[src/rtl/lockstep_compare_monitor.sv]
// rtl/lockstep_compare_monitor.sv - lockstep reference/device output comparator with pass/fail verdict
//
// Parameters:
//   WIDTH        compared bus width (1..64)
//   LAG          cycles by which dut_d trails ref_d (0..7)
//   CNT_W        width of sample_cnt, mismatch_cnt and first_idx
//   STOP_ON_FAIL when nonzero the first mismatch ends the run in FAIL
// Ports:
//   clk, rst_n              clock, asynchronous active-low reset
//   start, stop, clr        run control (priority clr > start > stop)
//   valid, ref_d, dut_d     compared streams; ref_d/valid are delayed by LAG
//   state, done, err        verdict state (IDLE/RUN/PASS/FAIL), done, sticky error
//   sample_cnt, mismatch_cnt saturating counters
//   first_idx/ref/dut       capture of the first mismatch of the run
module lockstep_compare_monitor #(
    parameter int WIDTH        = 8,
    parameter int LAG          = 1,
    parameter int CNT_W        = 16,
    parameter int STOP_ON_FAIL = 0
) (
    input  logic             clk,
    input  logic             rst_n,
    input  logic             start,
    input  logic             stop,
    input  logic             clr,
    input  logic             valid,
    input  logic [WIDTH-1:0] ref_d,
    input  logic [WIDTH-1:0] dut_d,
    output logic [1:0]       state,
    output logic             done,
    output logic             err,
    output logic [CNT_W-1:0] sample_cnt,
    output logic [CNT_W-1:0] mismatch_cnt,
    output logic [CNT_W-1:0] first_idx,
    output logic [WIDTH-1:0] first_ref,
    output logic [WIDTH-1:0] first_dut
);

    typedef enum logic [1:0] {
        S_IDLE = 2'b00,
        S_RUN  = 2'b01,
        S_PASS = 2'b10,
        S_FAIL = 2'b11
    } state_t;

    localparam logic [CNT_W-1:0] CNT_MAX = '1;

    state_t           st;
    state_t           nxt;
    logic             arm;
    logic             flush;
    logic             run;
    logic             d_val;
    logic [WIDTH-1:0] d_ref;
    logic             smp;
    logic             mis;

    assign arm   = (st == S_IDLE) && start;
    assign flush = clr || arm;
    assign run   = (st == S_RUN) && !clr;

    // Delay line for valid/ref_d. It only moves while running and is
    // emptied whenever a run is armed or cleared, so stale data from a
    // previous run can never form a sample.
    generate
        if (LAG == 0) begin : g_nodly
            assign d_val = valid;
            assign d_ref = ref_d;
        end else begin : g_dly
            logic             sr_val [LAG];
            logic [WIDTH-1:0] sr_ref [LAG];

            always_ff @(posedge clk or negedge rst_n) begin
                if (!rst_n) begin
                    for (int i = 0; i < LAG; i++) begin
                        sr_val[i] <= 1'b0;
                        sr_ref[i] <= '0;
                    end
                end else if (flush) begin
                    for (int i = 0; i < LAG; i++) begin
                        sr_val[i] <= 1'b0;
                        sr_ref[i] <= '0;
                    end
                end else if (run) begin
                    for (int i = LAG - 1; i > 0; i--) begin
                        sr_val[i] <= sr_val[i-1];
                        sr_ref[i] <= sr_ref[i-1];
                    end
                    sr_val[0] <= valid;
                    sr_ref[0] <= ref_d;
                end
            end

            assign d_val = sr_val[LAG-1];
            assign d_ref = sr_ref[LAG-1];
        end
    endgenerate

    // Case-inequality so X/Z on either side is flagged in simulation.
    assign smp = (st == S_RUN) && d_val && valid;
    assign mis = smp && (d_ref !== dut_d);

    always_comb begin
        nxt = st;
        if (clr) begin
            nxt = S_IDLE;
        end else begin
            case (st)
                S_IDLE: if (start) nxt = S_RUN;
                S_RUN: begin
                    // err is registered, so a mismatch in the stop cycle
                    // itself is folded in through mis.
                    if (stop)
                        nxt = (err || mis) ? S_FAIL : S_PASS;
                    else if ((STOP_ON_FAIL != 0) && mis)
                        nxt = S_FAIL;
                end
                default: nxt = st;
            endcase
        end
    end

    always_ff @(posedge clk or negedge rst_n) begin
        if (!rst_n) begin
            st   <= S_IDLE;
            done <= 1'b0;
        end else begin
            st   <= nxt;
            done <= (nxt == S_PASS) || (nxt == S_FAIL);
        end
    end

    assign state = st;

    always_ff @(posedge clk or negedge rst_n) begin
        if (!rst_n) begin
            err          <= 1'b0;
            sample_cnt   <= '0;
            mismatch_cnt <= '0;
            first_idx    <= '0;
            first_ref    <= '0;
            first_dut    <= '0;
        end else if (flush) begin
            err          <= 1'b0;
            sample_cnt   <= '0;
            mismatch_cnt <= '0;
            first_idx    <= '0;
            first_ref    <= '0;
            first_dut    <= '0;
        end else if (st == S_RUN) begin
            if (smp && (sample_cnt != CNT_MAX))
                sample_cnt <= sample_cnt + 1'b1;
            if (mis && (mismatch_cnt != CNT_MAX))
                mismatch_cnt <= mismatch_cnt + 1'b1;
            if (mis && !err) begin
                err       <= 1'b1;
                first_idx <= sample_cnt;
                first_ref <= d_ref;
                first_dut <= dut_d;
            end
        end
    end

endmodule

[config.mk]
export PLATFORM = sky130hd
export DESIGN_NAME = lockstep_compare_monitor
export DESIGN_NICKNAME = d
export VERILOG_FILES = /design/src/rtl/lockstep_compare_monitor.sv
export SDC_FILE = /design/constraint.sdc
export NUM_CORES = 1
export LEC_CHECK = 0
export BUFFER_PORTS_ARGS = -buffer_cell sky130_fd_sc_hd__buf_4
export CELL_PAD_IN_SITES_DETAIL_PLACEMENT = 1
export CELL_PAD_IN_SITES_GLOBAL_PLACEMENT = 1
export CORE_MARGIN = 3
export CORE_UTILIZATION = 41
export DETAILED_ROUTE_END_ITERATION = 6
export PLACE_DENSITY_LB_ADDON = 0.1
export SLEW_MARGIN = 30
export SYNTH_ARGS = -nofsm -noshare
export SYNTH_HDL_FRONTEND = slang
export SYNTH_SLANG_ARGS = --single-unit
[constraint.sdc]
create_clock -name clk -period 2.9 [get_ports clk]
set_input_delay 0.58 -clock clk [delete_from_list [all_inputs] [get_ports clk]]
set_output_delay 0.58 -clock clk [all_outputs]
set_load 0.05 [all_outputs]
==> results of run 1 <==
cell type report:
type | instances | area [sq um] | share of cell area
multi-input cells | 265 | 1630 | 0.3544
inverters | 3 | 11.26 | 0.002448
clock buffers | 10 | 137.6 | 0.02992
repair buffers | 93 | 714.4 | 0.1553
well taps | 105 | 131.4 | 0.02856
clock inverters | 4 | 48.80 | 0.01061
flip-flops and latches | 77 | 1927 | 0.4188
report_power, final:
part / internal (mW) / leakage, nW / switching (mW)
Combinational: 0.0453 / 1.11 / 0.0986
Clock: 0.412 / 0.0984 / 0.386
Sequential: 1.08 / 1.07 / 0.00997
through the flow:
step	instance area (sq um)	hold WS, ns	power, mW	util	std cells
5_1_grt	4601	0.2967	2.122	0.5435	557
3_3_place_gp	4410	0.5044	1.255	0.5211	543
3_5_place_dp	4414	0.5158	1.258	0.5215	543
2_1_floorplan	3666	0.2844	1.180	-	364
6_report	4601	0.2422	2.032	0.5435	557
4_1_cts	4601	0.2895	2.058	0.5435	557
sequential cells by signal, summed over array words and instances (netlist names):
name and cells:
first_idx 16, mismatch_cnt 16, sample_cnt 16, d_ref 8
first_dut 8, first_ref 8, state 2, d_val 1
done 1, err 1
kinds of logic after synthesis:
logic type               after synthesis  share of synthesized area
AO/OA/AOI/OAI                         54                    0.09078
XOR/XNOR                              22                    0.05256
multiplexers                          34                    0.09283
adder cells (fa/ha/maj)                2                   0.006825
buffers and inverters                 22                    0.02969
AND/OR/NAND/NOR                      153                     0.2017
flip-flops                            77                     0.5256
synth_stat cells:
cell type   n
a211oi_1    2
a21oi_1    25
a311oi_1    1
a31o_2      1
a31oi_1     2
a41o_1      2
and2_1      1
and3_1      5
and4_1      3
and4_4      1
and4b_1     1
buf_1       2
buf_2       6
buf_4       1
buf_6       2
clkbuf_1    8
dfrtp_1    77
ha_1        2
inv_1       3
mux2i_1    34
nand2_1    32
nand2b_1    1
nand3_1    10
nand4_1    13
nand4b_1    1
nor2_1     59
nor2b_1     1
nor3_1      7
nor3b_1     2
nor4_1      4
o2111ai_1   1
o211ai_1    2
o21a_1      2
o21ai_0     6
o21ai_1     1
o31a_1      1
o31ai_1     8
or2_2       2
or3_1       2
or4_1       8
xnor2_1    18
xor2_1      4
metal layers:
metal | up-vias | track usage
li1 | 1463 | -
met1 | 1528 | 0.2934
met2 | 74 | 0.3073
met3 | 10 | 0.04291
met4 | 0 | 0.05389
met5 | - | 0
final timing paths:
check / startpoint / end / cells past startpoint
worst max-delay path: sample_cnt[0] / sample_cnt[9] / 6
worst min-delay path: rst_n / first_ref[5] / 1
worst max register to register: sample_cnt[0] / sample_cnt[9] / 6
worst min register to register: first_dut[5] / first_dut[5] / 2
max in group asynchronous: rst_n / sample_cnt[0] / 1
min in group clk: clr / state[0] / 2
==> metrics.md, run 1 <==
| Metric | Value |
|---|---|
| Arrival @ worst endpoint | `about 2.6 ns` |
| Drt total wl | `9.758 mm` |
| Clock-pin slew of the registers on the worst-case setup and hold paths | `~0.080 ns` |
| Total gr overflow | `0` |
| Core box area | `0.008464 sq mm` |
| Final Hold Fails | `0` |
| Initial Utilization | `0.4331` |
| Unrepaired setup endpoints after global routing | `no` |
| DRC | `0` |
| Cts bufs inserted | `9` |
| Buf/Inv on CP | `0` |
| Largest delay contributor family on the critical path | `simple AND/OR/NAND/NOR gates` |
| CP Cell Sequence | `ha_1 -> nand4_1 -> nor3_1 -> a21oi_1 -> a31oi_1 -> a41o_1` |
| Nets | `473` |
| Power Density | `around 440 mW/mm^2` |
| Reg2Reg Setup Slack | `about 0.56 ns` |
| Crit. End Element | `register` |
| Maximum vdd drop | `0.2473 mV` |
| Metal3 WL | `between 400 and 500 microns` |
| Commonest non-fill, non-tap cell in the layout | `buf_4` |
| Drt pass-1 iters | `4` |
| Die width | `slightly above 100 microns` |
| Postcts setup bufs | `0` |
| Library cells used by synthesis | `42` |
| Tcrit/Tclk final | `0.8082` |
| WL/cell | `17.52 microns` |
| Port buffer count | `89` |
| Hold bufs inserted after CTS | `0` |
| Root Driver | `clkbuf_8` |
| Clock insertion delay at the later pin of the skew report | `~0.35 ns` |
| Pin count of the biggest net entering global routing | `78` |
| Max H-tree Level | `3` |
| Leak | `about 2.3 nW` |
| TNS Setup | `0 ns` |
| CTS tree | `done` |
| Antenna cell count | `0` |
| Metal2 WL | `approximately 4.5 mm` |
| Final critical-path required period | `roughly 2.3 ns` |
| Vias in the first global route | `roughly 3.2k` |
| Max layer used | `met4` |
| Tot GR Track Use | `0.2020` |
| Final Max Tran Viols | `0` |
| Synth area leader | `dfrtp_1` |
| Final-layout fill cell count | `987` |
| Die ar. | `0.01011 sq mm` |
| Initial antenna violation count | `0` |
| Worst stage delay on the critical path | `0.70 ns` |
| Longest Clk Path Bufs | `2` |
| Clock skew | `~0.013 ns` |
| CP Launch Type | `register` |
| Sequential area share after synthesis | `0.5256` |
| Top cells by area, synth | `dfrtp_1 53%, mux2i_1 9.3%, nor2_1 6.0%, xnor2_1 4.3%, a21oi_1 3.4%` |
| Status | `finished, final reports clean` |
| Metal-1 WL | `approximately 4.7 mm` |
| Final Setup Violations | `0` |
| Final setup margin | `around 0.56 ns` |
| Worst slew pin tran | `0.8509 ns` |
| Relative slew slack | `0.4284` |
| Crit path max fanout | `7` |
| Worst hold path class | `input port to asynchronous set/reset pin` |
| 1st-iter DRT viols | `roughly 130` |
| Total number of vias | `slightly above 3k` |
| Fmax | `~430 MHz` |
| Synth-to-Final Area Change | `25.49%` |
| Die Y | `just over 100 microns` |
| Max_cap viols | `0` |
| ANT nets after route | `0` |
| Num rows | `33` |
| Vias per cell | `5.521` |
| First-pass GRT wire length | `16.10 mm` |
| Kind of critical path | `register to register` |
| Top-area cell type share of the netlist area | `0.5256` |
| Post-synthesis cell area | `~0.0037 sq mm` |
| Req. time, crit path | `~3.2 ns` |
| Gate Count Post-Synth | `roughly 360` |
| # resized after CTS | `0` |
| CTS Sinks | `just under 80` |
| Post-synthesis register bit count | `77` |
| Slowest cell on the critical path | `nor3_1` |
| Ys Warns | `0` |
| GPL Wtd Cong | `0.7838` |
| Syn Nets | `between 300 and 400` |
| Pre-CTS setup slack | `between 0.6 and 0.7 ns` |
| Hpwl dp | `between 6 and 7 mm` |
| Share of post-route cells with drive strength above 1 | `0.2456` |
| Mapped Avg Cell Area | `10.07 sq um` |
| Commonest cells after routing, fill and taps aside | `91 x buf_4, 77 x dfrtp_1, 59 x nor2_1` |
| # IOs | `90` |
No activity file was read; power rests on OpenSTA's default activity.
==> run 2, diff against run 1 <==
- ABC_AREA: unset -> 1
- CORE_UTILIZATION: 41 -> 36
- clock period: 2.9 -> 2.1 ns (I/O delays scaled with it)
==> run 2 against run 1 <==
Sequential share of layout area decreased by 4.7 points. Core utilization decreased by 7.2 points. Fmax increased by 24%. Critical endpoint is now mismatch_cnt[5]. Largest cell class unchanged. Highest routed layer unchanged.
==> metrics.md, run 2 <==
| Metric | Value |
|---|---|
| Hpwl dp | `approximately 8.5 mm` |
| WL/cell | `16.14 microns` |
| Power Density | `about 640 mW/mm^2` |
| Syn Nets | `a little over 500` |
| 1st-iter DRT viols | `between 100 and 150` |
| Count leader, synth | `nand2_1` |
| GPL Wtd Cong | `0.7969` |
| Drt total wl | `~12 mm` |
| Library cells used by synthesis | `28` |
| Critical R2R Launch | `mismatch_cnt[0]` |
| Req. time, crit path | `2.33 ns` |
| Crit. End Element | `register` |
| Mapped Avg Cell Area | `approximately 8.5 sq um` |
| GR Layer Usage met3 | `0.02941` |
| Sequential area share after synthesis | `0.4697` |
| Sw power | `0.7968 mW` |
| Vias per cell | `5.019` |
| Cts bufs inserted | `9` |
| ANT nets after route | `0` |
| TNS Setup | `0 ns` |
| Root Driver | `clkbuf_16` |
| Longest Clk Path Bufs | `2` |
| # IOs | `90` |
| Largest registers | `first_idx: 16 flops, mismatch_cnt: 16 flops, sample_cnt: 16 flops` |
| Nets | `between 600 and 700` |
| Post-synthesis register bit count | `77` |
| Core box area | `0.01098 sq mm` |
| Hold bufs inserted after CTS | `0` |
| DRC | `0` |
| Comb pwr share | `0.080` |
| Worst slew pin tran | `~0.56 ns` |
| Antenna cell count | `0` |
| Final Hold Fails | `0` |
| Post-synthesis cell area | `between 0.004 and 0.005 sq mm` |
| Total number of vias | `3614` |
| FFs w/ async S/R, synth | `1.000` |
| Reg power frac | `0.457` |
| Commonest cells after routing, fill and taps aside | `99 x buf_4, 98 x nand2_1, 82 x nand3_1` |
| Worst hold path class | `input port to asynchronous set/reset pin` |
| Vias in the first global route | `3894` |
| Drt pass-1 iters | `4` |
| Final critical-path required period | `about 1.9 ns` |
| Status | `finished, final reports clean` |
| Share of post-route cells with drive strength above 1 | `0.2845` |
| Num rows | `38` |
| Maximum vdd drop | `roughly 0.34 mV` |
| Synth-to-Final Area Change | `26.17%` |
| Ys Warns | `0` |
| Clock insertion delay at the later pin of the skew report | `0.34 ns` |
| First-pass GRT wire length | `around 20 mm` |
| Gate Count Post-Synth | `a little under 500` |
| Crit path max fanout | `12` |
| CTS Sinks | `77` |
| Fmax | `approximately 530 MHz` |
| Commonest cells post-synth | `98 x nand2_1, 82 x nand3_1, 77 x dfrtp_1` |
| Die ar. | `0.01271 sq mm` |
| Port buffer count | `just under 90` |
| Top-area cell type share of the netlist area | `0.4697` |
| Synth area leader | `dfrtp_1` |
| Sw Share | `0.2408` |
| Initial antenna violation count | `0` |
| Clock power share | `0.464` |
| Tcrit/Tclk final | `0.9024` |
| CTS tree | `done` |
| Internal | `between 2 and 3 mW` |
| Die width | `around 110 microns` |
| Commonest non-fill, non-tap cell in the layout | `buf_4` |
| Clock skew | `about 0.0049 ns` |
| Final setup margin | `0.2049 ns` |
| EDFF count, synth | `0` |
| Max_cap viols | `0` |
| Initial Utilization | `0.3735` |
| Pre-CTS setup slack | `between 0.15 and 0.2 ns` |
| Final Cell Area | `0.005176 sq mm` |
| Global routing usage on met1 | `0.2610` |
| Kind of critical path | `register to register` |
| RR Endpoint | `mismatch_cnt[5]` |
| # resized after CTS | `0` |
| CP Launch Type | `register` |
| Max H-tree Level | `3` |
| Clock-pin slew of the registers on the worst-case setup and hold paths | `approximately 0.060 ns` |
| Die Y | `112.8 microns` |
| Pin count of the biggest net entering global routing | `42` |
| Busiest grt layer | `met2` |
| Placed instance area | `0.004895 sq mm` |
| Final Max Tran Viols | `0` |
| Arrival @ worst endpoint | `roughly 2.1 ns` |
| Final Setup Violations | `0` |
| Met2 Usage GRT | `0.3160` |
| Top cells by area, synth | `dfrtp_1 47%, nand3_1 10%, nand2_1 9.0%, o21ai_2 5.3%, xor2_1 4.3%` |
| Tot GR Track Use | `0.1940` |
| Leak | `around 2.5 nW` |
| Total gr overflow | `0` |
| Relative slew slack | `0.6262` |
| Dominant synthesized flop cell | `dfrtp_1` |
| Postcts setup bufs | `0` |
| Reg2Reg Setup Slack | `~0.2 ns` |
| Fin util | `0.4713` |
| Unrepaired setup endpoints after global routing | `no` |
| Reg2Reg Depth | `10` |
-- run 2: final cells by class --
class	instances	area (sq um)
inverters	51	195.2
repair buffers	101	783.3
clock inverters	2	35.03
well taps	140	175.2
clock buffers	12	246.5
multi-input cells	337	1814
fillers	1331	5807
flip-flops and latches	77	1927
-- run 2: cell families (layout without fill, tap and decap cells) --
group,count (synthesis),in the layout,share of synthesized area
compound gates,57,57,0.09362
buf+inv,70,166,0.08813
simple gates,253,253,0.2891
flops,77,77,0.4697
xor+xnor,25,25,0.05337
fa+ha+maj,2,2,0.006098
-- run 2: critical path, cell delays in order (launching register included) --
cell and delay (ns):
dfrtp_1 0.46, ha_1 0.29, nand3_2 0.15, nor2_4 0.17, nand2_2 0.06, nor2_2 0.09
nand2_2 0.08, nand2_4 0.17, inv_1 0.16, nand3_1 0.11, nand2_1 0.05
-- run 2: metrics by stage --
step	power, mW	hold slack [ns]	std cells
floorplan	1.694	0.1244	484
global placement	1.805	0.4429	706
detailed placement	1.809	0.4495	706
CTS	3.356	0.08647	720
global route	3.450	0.1252	720
finish	3.309	0.06776	720
-- run 2: how the worst max path moves through the flow --
stage | slack, ns | from | endpoint | cells after the start
after floorplan | 0.13 | sample_cnt[0] | sample_cnt[11] | 9
after global placement | 0.23 | dut_d[1] | first_ref[6] | 11
after detailed placement | 0.19 | dut_d[1] | first_idx[0] | 11
after CTS | 0.17 | state[1] | first_idx[0] | 9
after global routing | 0.01 | mismatch_cnt[0] | mismatch_cnt[15] | 10
final | 0.20 | mismatch_cnt[0] | mismatch_cnt[5] | 10
-- run 2: power groups by stage --
stage | logic (mW) | clock network [mW] | registers [mW]
6_report | 0.264 | 1.53 | 1.51
5_1_grt | 0.295 | 1.64 | 1.51
4_1_cts | 0.272 | 1.57 | 1.51
3_5_place_dp | 0.271 | 0 | 1.54
3_3_place_gp | 0.268 | 0 | 1.54
2_1_floorplan | 0.133 | 0 | 1.56
-- run 2: per-layer routing --
layer,wire [microns],vias to the layer above
li1,-,1754
met1,5381,1780
met2,5584,67
met3,435,13
met4,217,0
met5,0,-
